[config.mk]
export PLATFORM = sky130hd
export DESIGN_NAME = rot_shift_pipe
export DESIGN_NICKNAME = d
export VERILOG_FILES = /design/src/rtl/rot_pkg.sv /design/src/rtl/rot_stage.sv /design/src/rtl/rot_shift_pipe.sv
export SDC_FILE = /design/constraint.sdc
export NUM_CORES = 1
export LEC_CHECK = 0
export ABC_AREA = 0
export BUFFER_PORTS_ARGS = -buffer_cell sky130_fd_sc_hd__clkbuf_2
export CAP_MARGIN = 20
export CORE_AREA = 2 2 69 58
export CTS_CLUSTER_DIAMETER = 100
export DETAILED_ROUTE_END_ITERATION = 7
export DIE_AREA = 0 0 71 60
export MAX_ROUTING_LAYER = met4
export PLACE_DENSITY = 0.73
export SKIP_LAST_GASP = 1
export SYNTH_ARGS = -nofsm -noshare
export SYNTH_HDL_FRONTEND = slang
export SYNTH_SLANG_ARGS = --single-unit
[constraint.sdc]
create_clock -name clk -period 3.09 [get_ports clk]
set_input_delay 0.309 -clock clk [delete_from_list [all_inputs] [get_ports clk]]
set_output_delay 0.309 -clock clk [all_outputs]
set_load 0.02 [all_outputs]
[src/rtl/rot_pkg.sv]
// Shared definitions for the rotate/shift pipeline: operation encoding.
package rot_pkg;

    typedef enum logic [1:0] {
        ROT_R = 2'b00,
        ROT_L = 2'b01,
        SHR_L = 2'b10,
        SHR_A = 2'b11
    } rot_mode_t;

endpackage

[src/rtl/rot_stage.sv]
// One registered pipeline stage: conditionally shifts/rotates by 2^K when amount bit K is set.
module rot_stage
    import rot_pkg::*;
#(
    parameter int W = 8,
    parameter int K = 0
) (
    input  logic                 clk,
    input  logic                 rst_n,
    input  logic                 adv,
    input  logic [W-1:0]         d_in,
    input  rot_mode_t            mode_in,
    input  logic [$clog2(W)-1:0] amt_in,
    output logic [W-1:0]         d_out,
    output rot_mode_t            mode_out,
    output logic [$clog2(W)-1:0] amt_out
);

    localparam int SW = $clog2(W);
    localparam int S  = 1 << K;

    logic [W-1:0]  d_nxt;
    logic [SW-1:0] amt_nxt;

    always_comb begin
        d_nxt   = d_in;
        amt_nxt = amt_in;
        // Bit K is consumed here; later stages only see the bits still pending.
        amt_nxt[K] = 1'b0;
        if (amt_in[K]) begin
            case (mode_in)
                ROT_R: d_nxt = {d_in[S-1:0], d_in[W-1:S]};
                ROT_L: d_nxt = {d_in[W-S-1:0], d_in[W-1:W-S]};
                SHR_L: d_nxt = {{S{1'b0}}, d_in[W-1:S]};
                SHR_A: d_nxt = {{S{d_in[W-1]}}, d_in[W-1:S]};
                default: d_nxt = d_in;
            endcase
        end
    end

    always_ff @(posedge clk) begin
        if (!rst_n) begin
            d_out    <= '0;
            mode_out <= ROT_R;
            amt_out  <= '0;
        end else if (adv) begin
            d_out    <= d_nxt;
            mode_out <= mode_in;
            amt_out  <= amt_nxt;
        end
    end

endmodule

[src/rtl/rot_shift_pipe.sv]
// Pipelined barrel rotator/shifter with valid/ready flow control; log2(W) stages.
module rot_shift_pipe
    import rot_pkg::*;
#(
    parameter int W = 8
) (
    input  logic                 clk,
    input  logic                 rst_n,
    input  logic                 in_valid,
    output logic                 in_ready,
    input  logic [W-1:0]         in_data,
    input  logic [$clog2(W)-1:0] in_amt,
    input  logic [1:0]           in_mode,
    output logic                 out_valid,
    input  logic                 out_ready,
    output logic [W-1:0]         out_data,
    output logic                 out_zero
);

    localparam int SW = $clog2(W);

    logic                  advance;
    logic [SW-1:0]         vld;
    logic [SW-1:0][W-1:0]  dat_c;
    rot_mode_t [SW-1:0]    mode_c;
    logic [SW-1:0][SW-1:0] amt_c;
    rot_mode_t             mode_unused;
    logic [SW-1:0]         amt_unused;

    assign advance   = !out_valid || out_ready;
    assign in_ready  = advance;
    assign out_valid = vld[SW-1];
    // Gated by valid so the reset value of the final data register reads as non-zero-flagged.
    assign out_zero  = out_valid && (out_data == '0);

    assign dat_c[0]  = in_data;
    assign mode_c[0] = rot_mode_t'(in_mode);
    assign amt_c[0]  = in_amt;

    for (genvar k = 0; k < SW; k++) begin : g_stage
        if (k < SW - 1) begin : g_mid
            rot_stage #(.W(W), .K(k)) u_stage (
                .clk      (clk),
                .rst_n    (rst_n),
                .adv      (advance),
                .d_in     (dat_c[k]),
                .mode_in  (mode_c[k]),
                .amt_in   (amt_c[k]),
                .d_out    (dat_c[k+1]),
                .mode_out (mode_c[k+1]),
                .amt_out  (amt_c[k+1])
            );
        end else begin : g_last
            rot_stage #(.W(W), .K(k)) u_stage (
                .clk      (clk),
                .rst_n    (rst_n),
                .adv      (advance),
                .d_in     (dat_c[k]),
                .mode_in  (mode_c[k]),
                .amt_in   (amt_c[k]),
                .d_out    (out_data),
                .mode_out (mode_unused),
                .amt_out  (amt_unused)
            );
        end
    end

    always_ff @(posedge clk) begin
        if (!rst_n) begin
            vld <= '0;
        end else if (advance) begin
            vld[0] <= in_valid;
            for (int k = 1; k < SW; k++) begin
                vld[k] <= vld[k-1];
            end
        end
    end

endmodule

==> results of run 1 <==
cells by family (layout without fill, tap and decap cells):
logic type             count (synthesis)  count (layout)
muxes                                  5               5
AOI/OAI and AO/OA                     71              71
buffers and inverters                 23              40
DFF                                   34              34
and+or+nand+nor                       77              77
cell usage after synthesis (2+ instances only):
library cell,n,share of area
and3b_2,3,0.017
and4bb_2,2,0.014
dfxtp_1,34,0.38
o21ai_0,19,0.054
buf_4,5,0.021
and3b_1,11,0.054
nor2b_1,3,0.011
a21oi_1,14,0.039
clkbuf_1,3,0.0063
a31oi_1,2,0.0070
o311ai_0,3,0.015
inv_1,2,0.0042
o32ai_1,14,0.069
buf_2,8,0.023
mux2i_1,4,0.023
or2_2,3,0.011
inv_2,2,0.0042
nor2_1,7,0.015
a211oi_1,18,0.076
nand2_1,36,0.076
state kept, by name (all words and copies together), names as in the netlist:
signal and cells:
g_stage.g_mid.u_stage.mode_out 4, g_stage.g_mid.u_stage.d_out 16, vld 3, g_stage.g_mid.u_stage.amt_out 3
g_stage.g_last.u_stage.d_out 8
metrics by stage:
| stage | instances | hold WS (ps) | instance area, um^2 | util | worst slack (ps) |
|---|---|---|---|---|---|
| after global routing | 271 | 229.3 | 1953 | 0.5383 | 1178 |
| final | 271 | 245.4 | 1953 | 0.5383 | 1296 |
| after global placement | 263 | 441.5 | 1862 | 0.5131 | 1444 |
| after floorplan | 210 | 432.1 | 1777 | - | 1332 |
| after detailed placement | 263 | 446.0 | 1862 | 0.5131 | 1408 |
| after CTS | 271 | 235.2 | 1953 | 0.5383 | 1285 |
routing by layer:
| metal | GRT usage | share of wire | vias to the layer above |
|---|---|---|---|
| met5 | - | 0 | - |
| met4 | 0.07008 | 0.013 | 0 |
| met3 | 0.06408 | 0.048 | 4 |
| met2 | 0.3057 | 0.46 | 42 |
| met1 | 0.2314 | 0.48 | 713 |
| li1 | - | - | 801 |
worst max-delay path by stage:
stage | startpoint | to | slack, ps | cells past startpoint
finish | vld[2] | in_ready | 1300 | 3
CTS | vld[2] | in_ready | 1280 | 3
global route | g_stage[2].g_last.u_stage.d_out[4] | out_zero | 1180 | 4
floorplan | g_stage[2].g_last.u_stage.d_out[4] | out_zero | 1330 | 3
detailed placement | rst_n | g_stage[0].g_mid.u_stage.d_out[3] | 1410 | 3
global placement | rst_n | g_stage[0].g_mid.u_stage.d_out[3] | 1440 | 3
tightest hold or removal path, cell delays in order:
cell	delay, ps
clkbuf_2	80
nand2_1	40
a21oi_1	50
where the power goes:
group	switching, mW	internal (mW)	total [mW]
Clock	0.151	0.180	0.331
Combinational	0.0735	0.0609	0.134
Sequential	0.0314	0.470	0.501
Total	0.256	0.710	0.966
area by class of cell:
| cell class | instances | area [um^2] |
|---|---|---|
| clock buffers | 7 | 86.33 |
| inverters | 5 | 21.27 |
| repair buffers | 27 | 135.1 |
| multi-input cells | 153 | 969.7 |
| flip-flops and latches | 34 | 680.7 |
| clock inverters | 1 | 5.005 |
| fillers | 354 | 1675 |
| well taps | 44 | 55.05 |
==> impl_metrics.toml, run 1 <==
[floorplanning]
rows = 20
io_pins = 28
start_util = 0.4897
coreArea_um2 = 3628
die_h_um = 60
die_x_um = 71
die-area_um2 = 4260

[timing]
setup_violations = 0
rsz0062_at_grt = "no"
period_minus_slack_ps = 1794
final_max_slew_viol_count = 0
worst_pin_slew_ps = 926.7
skew_ps = 7.898
hold_viol = 0
slew_headroom = 0.3815
fmax_mhz = 557.5
final.setup.tns_ps = 0
finalCritPeriodShare = 0.5805

[worst_setup_path]
path_buf_inv = 2
crit_path_max_incr_delay_ps = 350
r2r_slack_ps = 1580
critPathArrivalTime_ps = 1480
r2r-end = "g_stage[1].g_mid.u_stage.d_out[6]"
crit_path_start_kind = "flip-flop"
slowest_stage = "dfxtp_1"
worstPathRequired_ps = 2780
crit_type = "reg2out"
reg2regPathDepth = 3
endpoint_kind = "output pin"
path_cells = "nor2b_4, inv_4, clkbuf_2"
reg2reg_from = "g_stage[0].g_mid.u_stage.mode_out[1]"
worstPathMaxFanout = 55
crit_family = "buffers and inverters"

[clock_network]
cts_sinks = 34
postCtsSetupBuffers = 0
cts_resized = 0
cts_buffers = 5
cts-root-buf = "clkbuf_8"
hold_buffers = 0
tritoncts = "yes"
clock_latency_ps = 280
clock_tree.buffer_depth = 2
clkTransAtPathRegs_ps = 70
htree_levels = 2

[synth]
synthAdderAreaFrac = 0
synth_async_sr_flop_share = 0
synth-simple-area-share = 0.2521
synthXorXnorAreaFrac = 0
ys_ff_latch = 34
synth-compound-area-share = 0.2648
syn_nets = 227
seq_area_frac_synth = 0.3831
yosysUniqueCellTypes = 37
syn-cell-area_um2 = 1777
synth-edff-count = 0
synthCells = 210
avgSynthCellArea_um2 = 8.460
ys.flop_type = "dfxtp_1"
synth_warnings = 0
synth_top_family_by_area = "compound AO/OA/AOI/OAI gates"
synth_mux_area_frac = 0.02887

[place]
io_buffers = 27
gp_congestion = 0.8445
dp_hpwl_um = 2517

[drt]
drt-pass1-iter-count = 5
drtIter0Drc = 75
via_count = 1560
drtAntennaViolNets = 0
drt_wl_total_um = 3649
vias_per_cell = 5.756
route.detailed.drc = 0
wl_per_cell_um = 13.46

[global_route]
grt_overflow = 0
grt_max_degree = 56
antenna_found_initial = 0
grt_use_total = 0.1928
first_global_vias = 1356
grt_pass1_wl_um = 6189

[pwr]
p_leak_nw = 0.7905
power_density_nw_per_um2 = 494.7
ir_worst_vdd_v = 0.0002253
p_total_mw = 0.9661

[worst_hold_path]
holdPathEnd = "g_stage[0].g_mid.u_stage.amt_out[2]"
hold_start = "in_amt[2]"
hp-class = "in2reg"
hold_depth = 3

[final_layout]
num_antenna_cells = 0
area.growth.synth_to_final_pct = 9.929
drive_gt1_frac = 0.2203
most-common-layout-cells = "36 x nand2_1, 34 x dfxtp_1, 27 x clkbuf_2"
final_common_cell = "nand2_1"
fin_nets = 243

[flow_run]
maxCapViolCount = 0

[status]
status = "completed"
Note: power is estimated with default switching activity, not from simulation.
==> run 2: changes to the inputs <==
Clock period 3.09 ns to 1.7 ns, I/O delays scaled along.
==> impl_metrics.toml, run 2 (synthesized netlist as in run 1, its figures left out) <==
[final_layout]
final_common_cell = "nand2_1"
ff_latch_area_um2 = 680.7
fillers = 364
final_area_um2 = 2017
multiInputGateArea_um2 = 969.7
drive_gt1_frac = 0.2348
top_regs = "g_stage.g_mid.u_stage.d_out x16, g_stage.g_last.u_stage.d_out x8, g_stage.g_mid.u_stage.mode_out x4"
largest_reg_flops = 16
num_antenna_cells = 0
area.growth.synth_to_final_pct = 13.52
fin_nets = 247
most-common-layout-cells = "36 x nand2_1, 34 x dfxtp_1, 27 x clkbuf_2"
instances_no_fill = 274
regMostFlops = "g_stage.g_mid.u_stage.d_out"

[global_route]
grt_pass1_wl_um = 6292
grt_overflow = 0
grt_use_total = 0.1948
first_global_vias = 1371
grt_max_degree = 51
antenna_found_initial = 0

[worst_setup_path]
r2r-end = "g_stage[1].g_mid.u_stage.d_out[6]"
critPathArrivalTime_ps = 1460
endpoint_kind = "output pin"
reg2regPathDepth = 3
worstPathMaxFanout = 3
crit_path_start_kind = "flip-flop"
r2r_slack_ps = 240
reg2reg_from = "g_stage[0].g_mid.u_stage.mode_out[1]"
crit_type = "reg2out"
worstPathRequired_ps = 1530

[floorplanning]
io_pins = 28
coreArea_um2 = 3628
die_h_um = 60
rows = 20
die-area_um2 = 4260
die_x_um = 71
start_util = 0.4897

[drt]
wl_per_cell_um = 13.99
drtAntennaViolNets = 0
drt_wl_total_um = 3833
vias_per_cell = 5.686
drtIter0Drc = 99
route.detailed.drc = 0
via_count = 1558
drt-pass1-iter-count = 4

[pwr]
intPower_mw = 1.440
p_total_mw = 1.919
switchingPower_mw = 0.4788
pwr-share-clk = 0.393
p_comb_frac = 0.132
power.share.sequential = 0.475
p_leak_nw = 0.8234
swShare = 0.2495
power_density_nw_per_um2 = 951.5
ir_worst_vdd_v = 0.0003958

[place]
gp_congestion = 0.9160
dp_hpwl_um = 2619
io_buffers = 27
placed_area_um2 = 1904
dp_cells = 267

[timing]
final_max_slew_viol_count = 0
hold_viol = 0
setup_violations = 0
skew_ps = 11.47
worst_pin_slew_ps = 419.7
rsz0062_at_grt = "no"
fmax_mhz = 613.2
period_minus_slack_ps = 1631
final.setup.tns_ps = 0
slew_headroom = 0.7202
hold_slack_ps = 100.1
finalCritPeriodShare = 0.9593

[clock_network]
hold_buffers = 0
htree_levels = 2
cts-root-buf = "clkbuf_8"
tritoncts = "yes"
clock_latency_ps = 290
postCtsSetupBuffers = 0
cts_buffers = 5
cts_sinks = 34
cts_resized = 0
clkTransAtPathRegs_ps = 70
clock_tree.buffer_depth = 2

[status]
status = "completed"

[worst_hold_path]
hold_start = "in_amt[2]"
holdPathEnd = "g_stage[0].g_mid.u_stage.amt_out[2]"
hold_depth = 3
hp-class = "in2reg"

[flow_run]
maxCapViolCount = 0
run 2: per-layer routing:
metal,GRT usage,vias up,wire length [um]
met3,0.03541,7,167
met2,0.3071,44,1709
met1,0.2464,694,1900
met5,-,-,0
met4,0.08895,0,57
li1,-,813,-
run 2: layout make-up:
cell class                      count  share of cell area
Multi-Input combinational cell    153              0.4808
Sequential cell                    34              0.3375
Clock inverter                      1             0.01489
Timing Repair Buffer               31             0.08809
Clock buffer                        6             0.04094
Inverter                            5             0.01055
Tap cell                           44             0.02730
run 2: critical path, cell delays in order, from the launching register on:
cell and delay (ps):
dfxtp_1 320, nor4_1 270, nand2_1 90, nor4b_1 270, clkbuf_2 230
run 2: power by group through the flow:
stage               Sequential, mW  Combinational [mW]  Clock, mW
global route                 0.922               0.282      0.796
detailed placement           0.930               0.253          0
finish                       0.912               0.253      0.754
CTS                          0.912               0.254      0.762
floorplan                    0.920               0.185          0
global placement             0.927               0.249          0
run 2: worst max path at each step:
stage / slack, ps / endpoint / depth (start not counted) / start
after floorplan: 80 / out_zero / 3 / g_stage[2].g_last.u_stage.d_out[4]
after global placement: 370 / g_stage[1].g_mid.u_stage.d_out[6] / 3 / g_stage[0].g_mid.u_stage.mode_out[1]
final: 70 / out_zero / 4 / g_stage[2].g_last.u_stage.d_out[4]
after global routing: 20 / out_zero / 4 / g_stage[2].g_last.u_stage.d_out[4]
after CTS: 70 / out_zero / 4 / g_stage[2].g_last.u_stage.d_out[4]
after detailed placement: 260 / g_stage[1].g_mid.u_stage.d_out[6] / 3 / g_stage[0].g_mid.u_stage.mode_out[1]
run 2: through the flow:
stage / worst slack (ps) / utilization
3_5_place_dp: 256.3 / 0.5248
5_1_grt: 15.97 / 0.5559
3_3_place_gp: 371.8 / 0.5248
6_report: 69.13 / 0.5559
4_1_cts: 71.57 / 0.5559
2_1_floorplan: 80.75 / -
==> run 3: changes to the inputs <==
Settings changed: RECOVER_POWER set to 100.
==> impl_metrics.toml, run 3 (synthesized netlist as in run 1, its figures left out) <==
[worst_setup_path]
worstPathMaxFanout = 3
path_cells = "nor4_1, nand2_1, nor4b_1, clkbuf_2"
path_buf_inv = 1
slowest_stage = "dfxtp_1"
critPathArrivalTime_ps = 1450
endpoint_kind = "output pin"
crit_family = "simple AND/OR/NAND/NOR gates"
crit_path_start_kind = "flip-flop"
crit_type = "reg2out"
crit_path_max_incr_delay_ps = 320
worstPathRequired_ps = 1530

[clock_network]
clock_latency_ps = 290
postCtsSetupBuffers = 0
clock_tree.buffer_depth = 2
cts_buffers = 5
cts_sinks = 34
hold_buffers = 0
tritoncts = "yes"
cts-root-buf = "clkbuf_8"
htree_levels = 2
cts_resized = 0
clkTransAtPathRegs_ps = 70

[floorplanning]
io_pins = 28
coreArea_um2 = 3628
start_util = 0.4897
die-area_um2 = 4260
die_x_um = 71
rows = 20
die_h_um = 60

[final_layout]
fillers = 368
final_area_um2 = 1994
drive_gt1_frac = 0.1870
top_regs = "g_stage.g_mid.u_stage.d_out x16, g_stage.g_last.u_stage.d_out x8, g_stage.g_mid.u_stage.mode_out x4"
num_antenna_cells = 0
fin_nets = 247
regMostFlops = "g_stage.g_mid.u_stage.d_out"
multiInputGateArea_um2 = 962.2
ff_latch_area_um2 = 680.7
area.growth.synth_to_final_pct = 12.25
most-common-layout-cells = "36 x nand2_1, 34 x dfxtp_1, 19 x o21ai_0"
instances_no_fill = 274
final_common_cell = "nand2_1"
largest_reg_flops = 16

[pwr]
ir_worst_vdd_v = 0.0003958
p_leak_nw = 0.7881
power_density_nw_per_um2 = 959.2

[global_route]
grt_overflow = 0
grt_pass1_wl_um = 6292
first_global_vias = 1371
grt_use_total = 0.1948
grt_max_degree = 51
antenna_found_initial = 0

[timing]
skew_ps = 11.09
hold_viol = 0
period_minus_slack_ps = 1624
fmax_mhz = 615.9
final.setup.tns_ps = 0
rsz0062_at_grt = "no"
hold_slack_ps = 104.3
worst_pin_slew_ps = 563.5
final_max_slew_viol_count = 0
slew_headroom = 0.6244
finalCritPeriodShare = 0.9551
setup_violations = 0

[drt]
wl_per_cell_um = 14.06
drtIter0Drc = 103
drtAntennaViolNets = 0
vias_per_cell = 5.657
route.detailed.drc = 0
drt-pass1-iter-count = 4
via_count = 1550
drt_wl_total_um = 3853

[place]
placed_area_um2 = 1904
gp_congestion = 0.9160
dp_hpwl_um = 2619
dp_cells = 267
io_buffers = 27

[status]
status = "completed"

[flow_run]
maxCapViolCount = 0

[worst_hold_path]
hp-class = "in2reg"
-- run 3: area by class of cell --
class,instances,area share
Tap cell,44,0.02760
Inverter,5,0.01067
Sequential cell,34,0.3413
Timing Repair Buffer,31,0.08156
Clock buffer,6,0.04141
Multi-Input combinational cell,153,0.4824
Clock inverter,1,0.01506
-- run 3: worst paths after layout --
kind              slack (ps)  depth (start not counted)                            startpoint                             endpoint
setup / recovery          80                          4    g_stage[2].g_last.u_stage.d_out[4]                             out_zero
hold / removal           100                          3                             in_amt[2]  g_stage[0].g_mid.u_stage.amt_out[2]
setup reg to reg         240                          3  g_stage[0].g_mid.u_stage.mode_out[1]    g_stage[1].g_mid.u_stage.d_out[6]
hold reg to reg          460                          2                                vld[0]                               vld[0]
-- run 3: routing by layer --
metal | vias up | track usage | routed length, um
li1 | 813 | - | -
met1 | 687 | 0.2464 | 1921
met2 | 43 | 0.3071 | 1703
met3 | 7 | 0.03541 | 170
met4 | 0 | 0.08895 | 57
met5 | - | - | 0
-- run 3: power breakdown --
part	total, mW	internal, mW	switching, mW	leakage, nW
clock network	0.753	0.469	0.284	0.0573
registers	0.912	0.853	0.0589	0.281
logic	0.248	0.113	0.135	0.450
total	1.91	1.44	0.477	0.788
-- run 3: per-stage QoR --
| stage | total power, mW | setup WS, ps | util |
|---|---|---|---|
| floorplan | 1.105 | 80.75 | - |
| global placement | 1.176 | 371.8 | 0.5248 |
| detailed placement | 1.183 | 256.3 | 0.5248 |
| CTS | 1.928 | 71.57 | 0.5559 |
| global route | 1.995 | 16.00 | 0.5497 |
| finish | 1.913 | 76.32 | 0.5497 |
-- run 3: worst min-delay path: cells and delay by family --
kind,cells,cell delay (ps)
buffers and inverters,1,80
and+or+nand+nor,1,50
AOI/OAI and AO/OA,1,50
